--- config.mk ---
export PLATFORM = sky130hd
export DESIGN_NAME = wb_demux_router
export DESIGN_NICKNAME = d
export VERILOG_FILES = /design/src/rtl/wb_demux_router.sv
export SDC_FILE = /design/constraint.sdc
export NUM_CORES = 1
export LEC_CHECK = 0
export CAP_MARGIN = 10
export CELL_PAD_IN_SITES_DETAIL_PLACEMENT = 1
export CELL_PAD_IN_SITES_GLOBAL_PLACEMENT = 2
export CORE_AREA = 2 2 149 151
export CTS_BUF_LIST = sky130_fd_sc_hd__clkbuf_8
export CTS_CLUSTER_DIAMETER = 30
export DETAILED_ROUTE_END_ITERATION = 7
export DIE_AREA = 0 0 151 153
export GPL_TIMING_DRIVEN = 0
export PLACE_DENSITY_LB_ADDON = 0.1
export SETUP_SLACK_MARGIN = 0.2
export SLEW_MARGIN = 20
export SYNTH_ARGS = -nofsm -noshare
export SYNTH_HDL_FRONTEND = slang
export SYNTH_SLANG_ARGS = --single-unit
--- constraint.sdc ---
create_clock -name clk -period 18.7 [get_ports clk]
set_input_delay 4.675 -clock clk [delete_from_list [all_inputs] [get_ports clk]]
set_output_delay 4.675 -clock clk [all_outputs]
set_load 0.03 [all_outputs]
--- src/rtl/wb_demux_router.sv ---
// wb_demux_router: routes one valid/ready word stream to N_OUT channels,
// each buffered by a 2-entry FIFO so one stalled sink only blocks itself.
module wb_demux_router #(
    parameter int unsigned WIDTH = 32,
    parameter int unsigned N_OUT = 3,
    parameter int unsigned SEL_W = 2
) (
    input  logic                   clk,
    input  logic                   rst,
    input  logic                   in_valid,
    output logic                   in_ready,
    input  logic [SEL_W-1:0]       in_sel,
    input  logic [WIDTH-1:0]       in_data,
    output logic [N_OUT-1:0]       out_valid,
    input  logic [N_OUT-1:0]       out_ready,
    output logic [N_OUT*WIDTH-1:0] out_data,
    output logic                   drop_pulse
);

    localparam int unsigned CNT_W = 2;
    localparam int unsigned DEPTH = 2;

    localparam logic [CNT_W-1:0] CNT_EMPTY = CNT_W'(0);
    localparam logic [CNT_W-1:0] CNT_FULL  = CNT_W'(DEPTH);

    logic [WIDTH-1:0] mem [N_OUT][DEPTH];
    logic [CNT_W-1:0] cnt [N_OUT];
    logic [N_OUT-1:0] wptr;
    logic [N_OUT-1:0] rptr;

    logic [N_OUT-1:0] push_c;
    logic [N_OUT-1:0] pop_c;
    logic             sel_ok_c;

    // Destination decode; out-of-range selects are accepted and discarded.
    always_comb begin
        sel_ok_c = (32'(in_sel) < N_OUT);
    end

    // Ready/push decode. A full channel still accepts when its head pops this cycle.
    always_comb begin
        in_ready = 1'b1;
        push_c   = '0;
        for (int unsigned k = 0; k < N_OUT; k++) begin
            if (in_sel == SEL_W'(k)) begin
                in_ready  = (cnt[k] != CNT_FULL) || out_ready[k];
                push_c[k] = in_valid && ((cnt[k] != CNT_FULL) || out_ready[k]);
            end
        end
    end

    // Pop decode and head presentation; ready on an empty channel is ignored.
    always_comb begin
        pop_c     = '0;
        out_valid = '0;
        out_data  = '0;
        for (int unsigned k = 0; k < N_OUT; k++) begin
            out_valid[k]               = (cnt[k] != CNT_EMPTY);
            pop_c[k]                   = (cnt[k] != CNT_EMPTY) && out_ready[k];
            out_data[k*WIDTH +: WIDTH] = mem[k][rptr[k]];
        end
    end

    // Per-channel FIFO storage, pointers and occupancy.
    always_ff @(posedge clk or posedge rst) begin
        if (rst) begin
            wptr <= '0;
            rptr <= '0;
            for (int unsigned k = 0; k < N_OUT; k++) begin
                cnt[k] <= CNT_EMPTY;
                for (int unsigned e = 0; e < DEPTH; e++) begin
                    mem[k][e] <= '0;
                end
            end
        end else begin
            for (int unsigned k = 0; k < N_OUT; k++) begin
                if (push_c[k]) begin
                    mem[k][wptr[k]] <= in_data;
                    wptr[k]         <= ~wptr[k];
                end
                if (pop_c[k]) begin
                    rptr[k] <= ~rptr[k];
                end
                case ({push_c[k], pop_c[k]})
                    2'b10:   cnt[k] <= cnt[k] + CNT_W'(1);
                    2'b01:   cnt[k] <= cnt[k] - CNT_W'(1);
                    default: cnt[k] <= cnt[k];
                endcase
            end
        end
    end

    // One-cycle flag for a word accepted with an invalid destination.
    always_ff @(posedge clk or posedge rst) begin
        if (rst) begin
            drop_pulse <= 1'b0;
        end else begin
            drop_pulse <= in_valid && !sel_ok_c;
        end
    end

endmodule

Word level (Yosys, flattened, before mapping). Cells that the tools add are included.

Register bits: 205. Latch bits: 0. RAM bits: 0. ROM bits: 0. Word-level logic and storage cells: 103. Memories kept: 0.

Add/subtract/negate cells: 6. Multiply operators: 0. Divide/modulo/power cells: 0. Magnitude comparators: 10. Equality and inequality tests: 11. Shifts and indexed selects: 0. Mux-type cells: 27. Bitwise logic cells: 12. Reductions and logical operators: 21.

Operators by type and width (count): $mux 32 (12); $bwmux 64 (3); $demux 32 s1 (3); $ge 2x2->1 const B (6); $not 1->2 (6); $pmux 2 s2 (3); $reduce_bool 2->1 (6); $logic_and 1x1->1 (10); $eq 2x1->1 const B (4); $eq 2x2->1 const B (4); $add 2x1->2 const B (3); $lt 2x1->1 const B (3); $mux 1 (6); $ne 2x2->1 const B (3); $not 1->1 (6); $sub 2x1->2 const B (3); $logic_or 1x1->1 (3); $logic_not 2->1 (1); $lt 2x2->1 const B (1); $logic_not 1->1 (1).

Logic depth before layout (Yosys ltp). Gate-level depths: netlist of the first run.

Word-level depth: 6. Mapped depth: 6. Depth with buffers taken out: 6.

Worst setup path before layout of the first run. OpenSTA, ideal clock, no wires.

Kind: input port to output port. Start: input port out_ready[2]. End: output port in_ready. Data arrival time: 5.355 ns. Data required time: 14.025 ns. Slack: 8.670 ns. Stages on the path: 3. Buffers on the path: 0. Cell sequence: nor3b_1 nand3b_1 o21a_1.

Word-level cells in the longest chain between the ends: 2.

Ends and longest elaborated chain: start: declaration (line 15) `input logic [N_OUT-1:0] out_ready,`; $logic_or 1x1->1 (line 46) `in_ready = (cnt[k] != CNT_FULL) || out_ready[k];`; $mux 1 (line 45) `if (in_sel == SEL_W'(k)) begin`; end: declaration (line 11) `output logic in_ready,`.

Every way passes these cells.

Worst setup path after layout of the first run. Same ends and word-level chain as after synthesis.

==> reports/qor.yml, run 1 <==
worst_setup_path:
  crit_path_end: "in_ready"
  start_kind: "input pin"
  crit_path_top_delay_cell: "clkdlybuf4s50_1"
  critical_path_arrival_ps: 6420
  slowest_delay_ps: 590
  path_cells: "clkdlybuf4s50_1, nor3b_1, nand3b_1, o21a_1, clkdlybuf4s50_1"
  r2r_cells: 4
  crit_type: "input pin to output pin"
  regToRegSetupSlack_ps: 16560
  crit_family: "buffers and inverters"
  crit_path_start: "out_ready[2]"
  crit_path_end_kind: "output pin"
  cp_common_cell: "clkdlybuf4s50_1"
  worst-path-buf-inv: 2
  cp.depth: 5
  cp.required_ps: 14030
  r2r-end: "mem[12]"
  path_max_fanout: 4
  timing.rr.start: "cnt[1]"
synthesis:
  syn_nets: 619
  yosysMostFrequentCell: "dfrtp_1"
  ys_top_cells_by_count: "dfrtp_1, mux2_2, mux2_4, clkbuf_1, xnor2_1"
  synth_cell_types: 32
  avgSynthCellArea_um2: 16.3
  ys_ff_latch: 205
  postSynth.asyncResetShare: 1.00
  synth_top_area_frac: 0.548
  synthTopCellsByArea: "dfrtp_1, mux2_2, mux2_4, buf_6, xnor2_1"
  ys_warn_count: 0
  netlist_instances: 576
  synth_largest_area_cell: "dfrtp_1"
  syn_area_um2: 9360
  synth-main-ff-cell: "dfrtp_1"
  synth-edff-count: 0
  ys_seq_area_frac: 0.548
drt:
  avgRoutedWirePerCell_um: 21.2
  wl_met2_mm: 11.5
  initialDrtViolationCount: 156
  routed_wl_mm: 22.7
  wl_met1_mm: 9.90
  highest_layer: "met5"
  route.met3.wl_um: 970
  vias: 5478
  avgViaCountPerCell: 5.11
  drc_errors: 0
  dr.pass1.iters: 4
  ant_nets: 0
sta:
  fin_tns_setup_ps: 0
  final_max_slew_viol_count: 0
  hold_violations: 0
  setup_viol: 0
  clock.fmax_mhz: 90.1
  rsz0062_at_grt: "no"
  clock-skew-final_ps: 10.7
  relSlewSlack: 0.442
  fin_crit_ps: 11100
  tightest_slew_ps: 837
  fin_hold_ws_ps: 477
  period_share: 0.593
final_layout:
  final_nets: 807
  drive_gt1_frac: 0.489
  antennaDiodeCount: 0
  utilization: 0.563
  syn2layout_area_growth_pct: 29.2
  fin_area_um2: 12100
power:
  totalPowerFinal_mw: 2.60
  ir_worst_vdd_v: 0.000128
  power_density_nw_per_um2: 215
  p_leak_nw: 5.51
global_route:
  gr-total-overflow: 0
  grt_antenna_before_repair: 1
  grt_pass1_wl_mm: 36.6
  grt_pass1_vias: 6415
  grt_max_degree: 104
  grt_util_all_layers: 0.205
placement:
  portBuffers: 140
  gp_congestion: 0.750
  dpl-instance-area_um2: 11200
  hpwl_mm: 14.9
worst_hold_path:
  hold_class: "flop to flop"
clocking:
  clockBufferDepth: 3
  ctsResizeCount: 0
  cts_buffers: 45
  postCtsSetupBuffers: 0
  cts_sinks: 205
  root_buffer: "clkbuf_8"
  clk_pin_slew_worst_paths_ps: 40
  cts_tree: "yes"
  htreeDepth: 2
  clk-insertion-delay-late_ps: 540
  cts_hold_buf: 0
floorplanning:
  io_pins: 141
  die_height_um: 153
  start_util: 0.436
  core_area_um2: 21500
  fp.dieArea_um2: 23100
  die_x_um: 151
  rows: 54
run_status:
  status: "complete, no violations"
flow_run:
  drv_cap: 0
-- cell type report --
type	instances	area [um2]
well taps	280	350
inverters	1	11.3
multi-input cells	336	3970
repair buffers	141	1430
plain buffers	34	258
clock inverters	17	151
fillers	2043	9390
flip-flops and latches	205	5130
clock buffers	58	798
-- per-stage QoR --
step | instances | worst slack [ps]
2_1_floorplan | 576 | 8430
3_3_place_gp | 996 | 6100
3_5_place_dp | 997 | 7590
4_1_cts | 1072 | 7580
5_1_grt | 1072 | 7470
6_report | 1072 | 7600
-- cells in the final DEF, fill, tap and decap left out, types with 8 or more instances in the layout --
cell,count
clkdlybuf4s50_1,140
dfrtp_1,205
buf_2,8
inv_1,9
clkbuf_8,58
mux2_4,90
xnor2_1,9
buf_6,8
clkbuf_1,12
mux2_2,198
-- worst register-to-register path, delay by kind of cell (launching register included) --
| kind | cells | cell delay [ps] |
|---|---|---|
| buffers and inverters | 1 | 440 |
| AND/OR/NAND/NOR | 2 | 790 |
| multiplexers | 1 | 390 |
| flip-flops | 1 | 400 |
-- worst min-delay path by stage --
stage	from	endpoint	slack (ps)	cells after the start
floorplan	cnt[1]	cnt[1]	450	1
global placement	cnt[5]	cnt[5]	460	1
detailed placement	cnt[5]	cnt[5]	470	1
CTS	cnt[5]	cnt[5]	480	1
global route	cnt[5]	cnt[5]	500	1
finish	cnt[5]	cnt[5]	480	1
-- power by group --
part,total (mW),internal [mW],switching (mW)
sequential,0.789,0.668,0.122
combinational,1.30,0.669,0.635
clock,0.509,0.316,0.193
total,2.60,1.65,0.950
-- state kept, by name, indices dropped and copies added (netlist names) --
name,flops
cnt,6
drop_pulse,1
mem,192
rptr,3
wptr,3
-- cells by family after synthesis --
kind of cell / count (synthesis) / share of synthesized area
buffers and inverters: 35 / 0.0279
multiplexers: 289 / 0.383
flip-flops: 205 / 0.548
AND/OR/NAND/NOR: 28 / 0.0219
XOR/XNOR: 15 / 0.0140
AO/OA/AOI/OAI: 1 / 0.000802
adder cells (fa/ha/maj): 3 / 0.00401
-- metal layers --
layer,up-vias,GRT usage
met5,-,0
li1,2434,-
met4,2,0.0543
met2,121,0.349
met3,41,0.0445
met1,2880,0.265
(Power assumes the default switching activity.)
==> run 2, diff against run 1 <==
- CORE_AREA: 2 2 149 151 -> 2 2 157 159
- DIE_AREA: 0 0 151 153 -> 0 0 159 161
- clock period: 18.7 -> 11.4 ns (I/O delays scaled with it)
==> run 2 against run 1 <==
Critical path depth unchanged. Non-clock buffer count unchanged. Via count increased by 1.4%. Wire length increased by 2.2%. Die area increased by 11%. Sequential power increased by 63%. Critical path type unchanged. Largest power group unchanged.
==> reports/qor.yml, run 2 (same netlist as run 1, synthesis figures left out) <==
worst_setup_path:
  cp_common_cell: "clkdlybuf4s50_1"
  cp.required_ps: 8550
  crit_path_top_delay_cell: "clkdlybuf4s50_1"
  timing.rr.start: "cnt[1]"
  worst-path-buf-inv: 2
  path_max_fanout: 4
  critical_path_arrival_ps: 4590
  crit_type: "input pin to output pin"
  start_kind: "input pin"
  slowest_delay_ps: 590
  crit_family: "buffers and inverters"
  crit_path_start: "out_ready[2]"
  crit_path_end_kind: "output pin"
  path_cells: "clkdlybuf4s50_1, nor3b_1, nand3b_1, o21a_1, clkdlybuf4s50_1"
drt:
  initialDrtViolationCount: 142
  avgRoutedWirePerCell_um: 20.3
  drc_errors: 0
  dr.pass1.iters: 3
  ant_nets: 0
  vias: 5553
  avgViaCountPerCell: 4.85
  routed_wl_mm: 23.2
floorplanning:
  io_pins: 141
  rows: 57
  die_x_um: 159
  fp.dieArea_um2: 25600
  core_area_um2: 24000
  die_height_um: 161
  start_util: 0.391
clocking:
  postCtsSetupBuffers: 0
  cts_buffers: 55
  root_buffer: "clkbuf_8"
  htreeDepth: 2
  cts_tree: "yes"
  cts_sinks: 205
  clk-insertion-delay-late_ps: 570
  cts_hold_buf: 0
  ctsResizeCount: 0
  clk_pin_slew_worst_paths_ps: 40
  clockBufferDepth: 3
sta:
  fin_crit_ps: 7440
  tightest_slew_ps: 879
  setup_viol: 0
  clock.fmax_mhz: 134
  clock-skew-final_ps: 25.7
  relSlewSlack: 0.414
  rsz0062_at_grt: "no"
  period_share: 0.653
  fin_tns_setup_ps: 0
  hold_violations: 0
  final_max_slew_viol_count: 0
power:
  ir_worst_vdd_v: 0.000165
  p_leak_nw: 5.78
  power_density_nw_per_um2: 372
final_layout:
  regMostFlops: "mem"
  final_cell_mix: "dfrtp_1, mux2_2, clkdlybuf4s50_1"
  nFillCells: 2313
  drive_gt1_frac: 0.513
  final_common_cell: "dfrtp_1"
  top_regs: "mem: 192 flops, cnt: 6 flops"
  multi_input_area_um2: 3970
  fin_cells: 1146
  fin_area_um2: 12800
  final_nets: 817
  seq_area_um2: 5130
  syn2layout_area_growth_pct: 36.2
  largest_reg_flops: 192
placement:
  dpl-instance-area_um2: 11200
  gp_congestion: 0.741
  hpwl_mm: 14.9
  portBuffers: 140
  dp.cells: 1041
global_route:
  grt_util_all_layers: 0.186
  grt_pass1_vias: 6586
  grt_max_degree: 110
  gr-total-overflow: 0
  grt_antenna_before_repair: 1
  grt_pass1_wl_mm: 37.3
flow_run:
  drv_cap: 0
worst_hold_path:
  min-delay-start: "cnt[5]"
  hold_class: "flop to flop"
run_status:
  status: "complete, no violations"
[run 2: cell types whose count changed in the layout (fill, tap and decap cells not counted), sizes merged]
cell      delta
bufinv      +14
clkbuf       +9
clkinv       +9
clkinvlp     +1
diode        +1
inv          -4
[run 2: through the flow]
| stage | power (mW) | setup WS, ps | util | hold slack (ps) |
|---|---|---|---|---|
| floorplan | 2.67 | 2950 | - | 447 |
| global placement | 3.39 | 495 | 0.466 | 465 |
| detailed placement | 3.45 | 3950 | 0.468 | 479 |
| CTS | 4.81 | 3940 | 0.532 | 493 |
| global route | 4.99 | 3870 | 0.532 | 510 |
| finish | 4.74 | 3960 | 0.532 | 488 |
[run 2: worst reg2reg max path: stages (launching register included)]
cell and delay [ps]:
dfrtp_1 390, nor3b_1 190, nor4b_2 660, buf_2 440, mux2_2 390
[run 2: cell type report]
| class | count | share of cell area |
|---|---|---|
| diodes | 1 | 0.000196 |
| plain buffers | 34 | 0.0202 |
| clock buffers | 67 | 0.0723 |
| clock inverters | 37 | 0.0488 |
| inverters | 1 | 0.000883 |
| multi-input cells | 336 | 0.312 |
| flip-flops and latches | 205 | 0.402 |
| well taps | 324 | 0.0318 |
| repair buffers | 141 | 0.112 |
[run 2: routing by layer]
layer / global-route usage / vias up / share of wire
li1: - / 2474 / -
met1: 0.236 / 2912 / 0.44
met2: 0.319 / 132 / 0.50
met3: 0.0437 / 35 / 0.043
met4: 0.0517 / 0 / 0.017
met5: 0 / - / 0
[run 2: power breakdown]
group          internal [mW]  switching (mW)
clock network          0.922           0.390
logic                   1.10            1.05
registers               1.09           0.193
total                   3.11            1.63
[run 2: path summary, 6_finish.rpt]
check | slack [ps] | cells past startpoint | endpoint
max in group asynchronous | 7620 | 3 | mem[142]
min in group asynchronous | 2790 | 2 | cnt[3]
worst max register to register | 9220 | 4 | mem[8]
worst max-delay path | 3960 | 5 | in_ready
worst min register to register | 490 | 1 | cnt[5]
worst min-delay path | 490 | 1 | cnt[5]
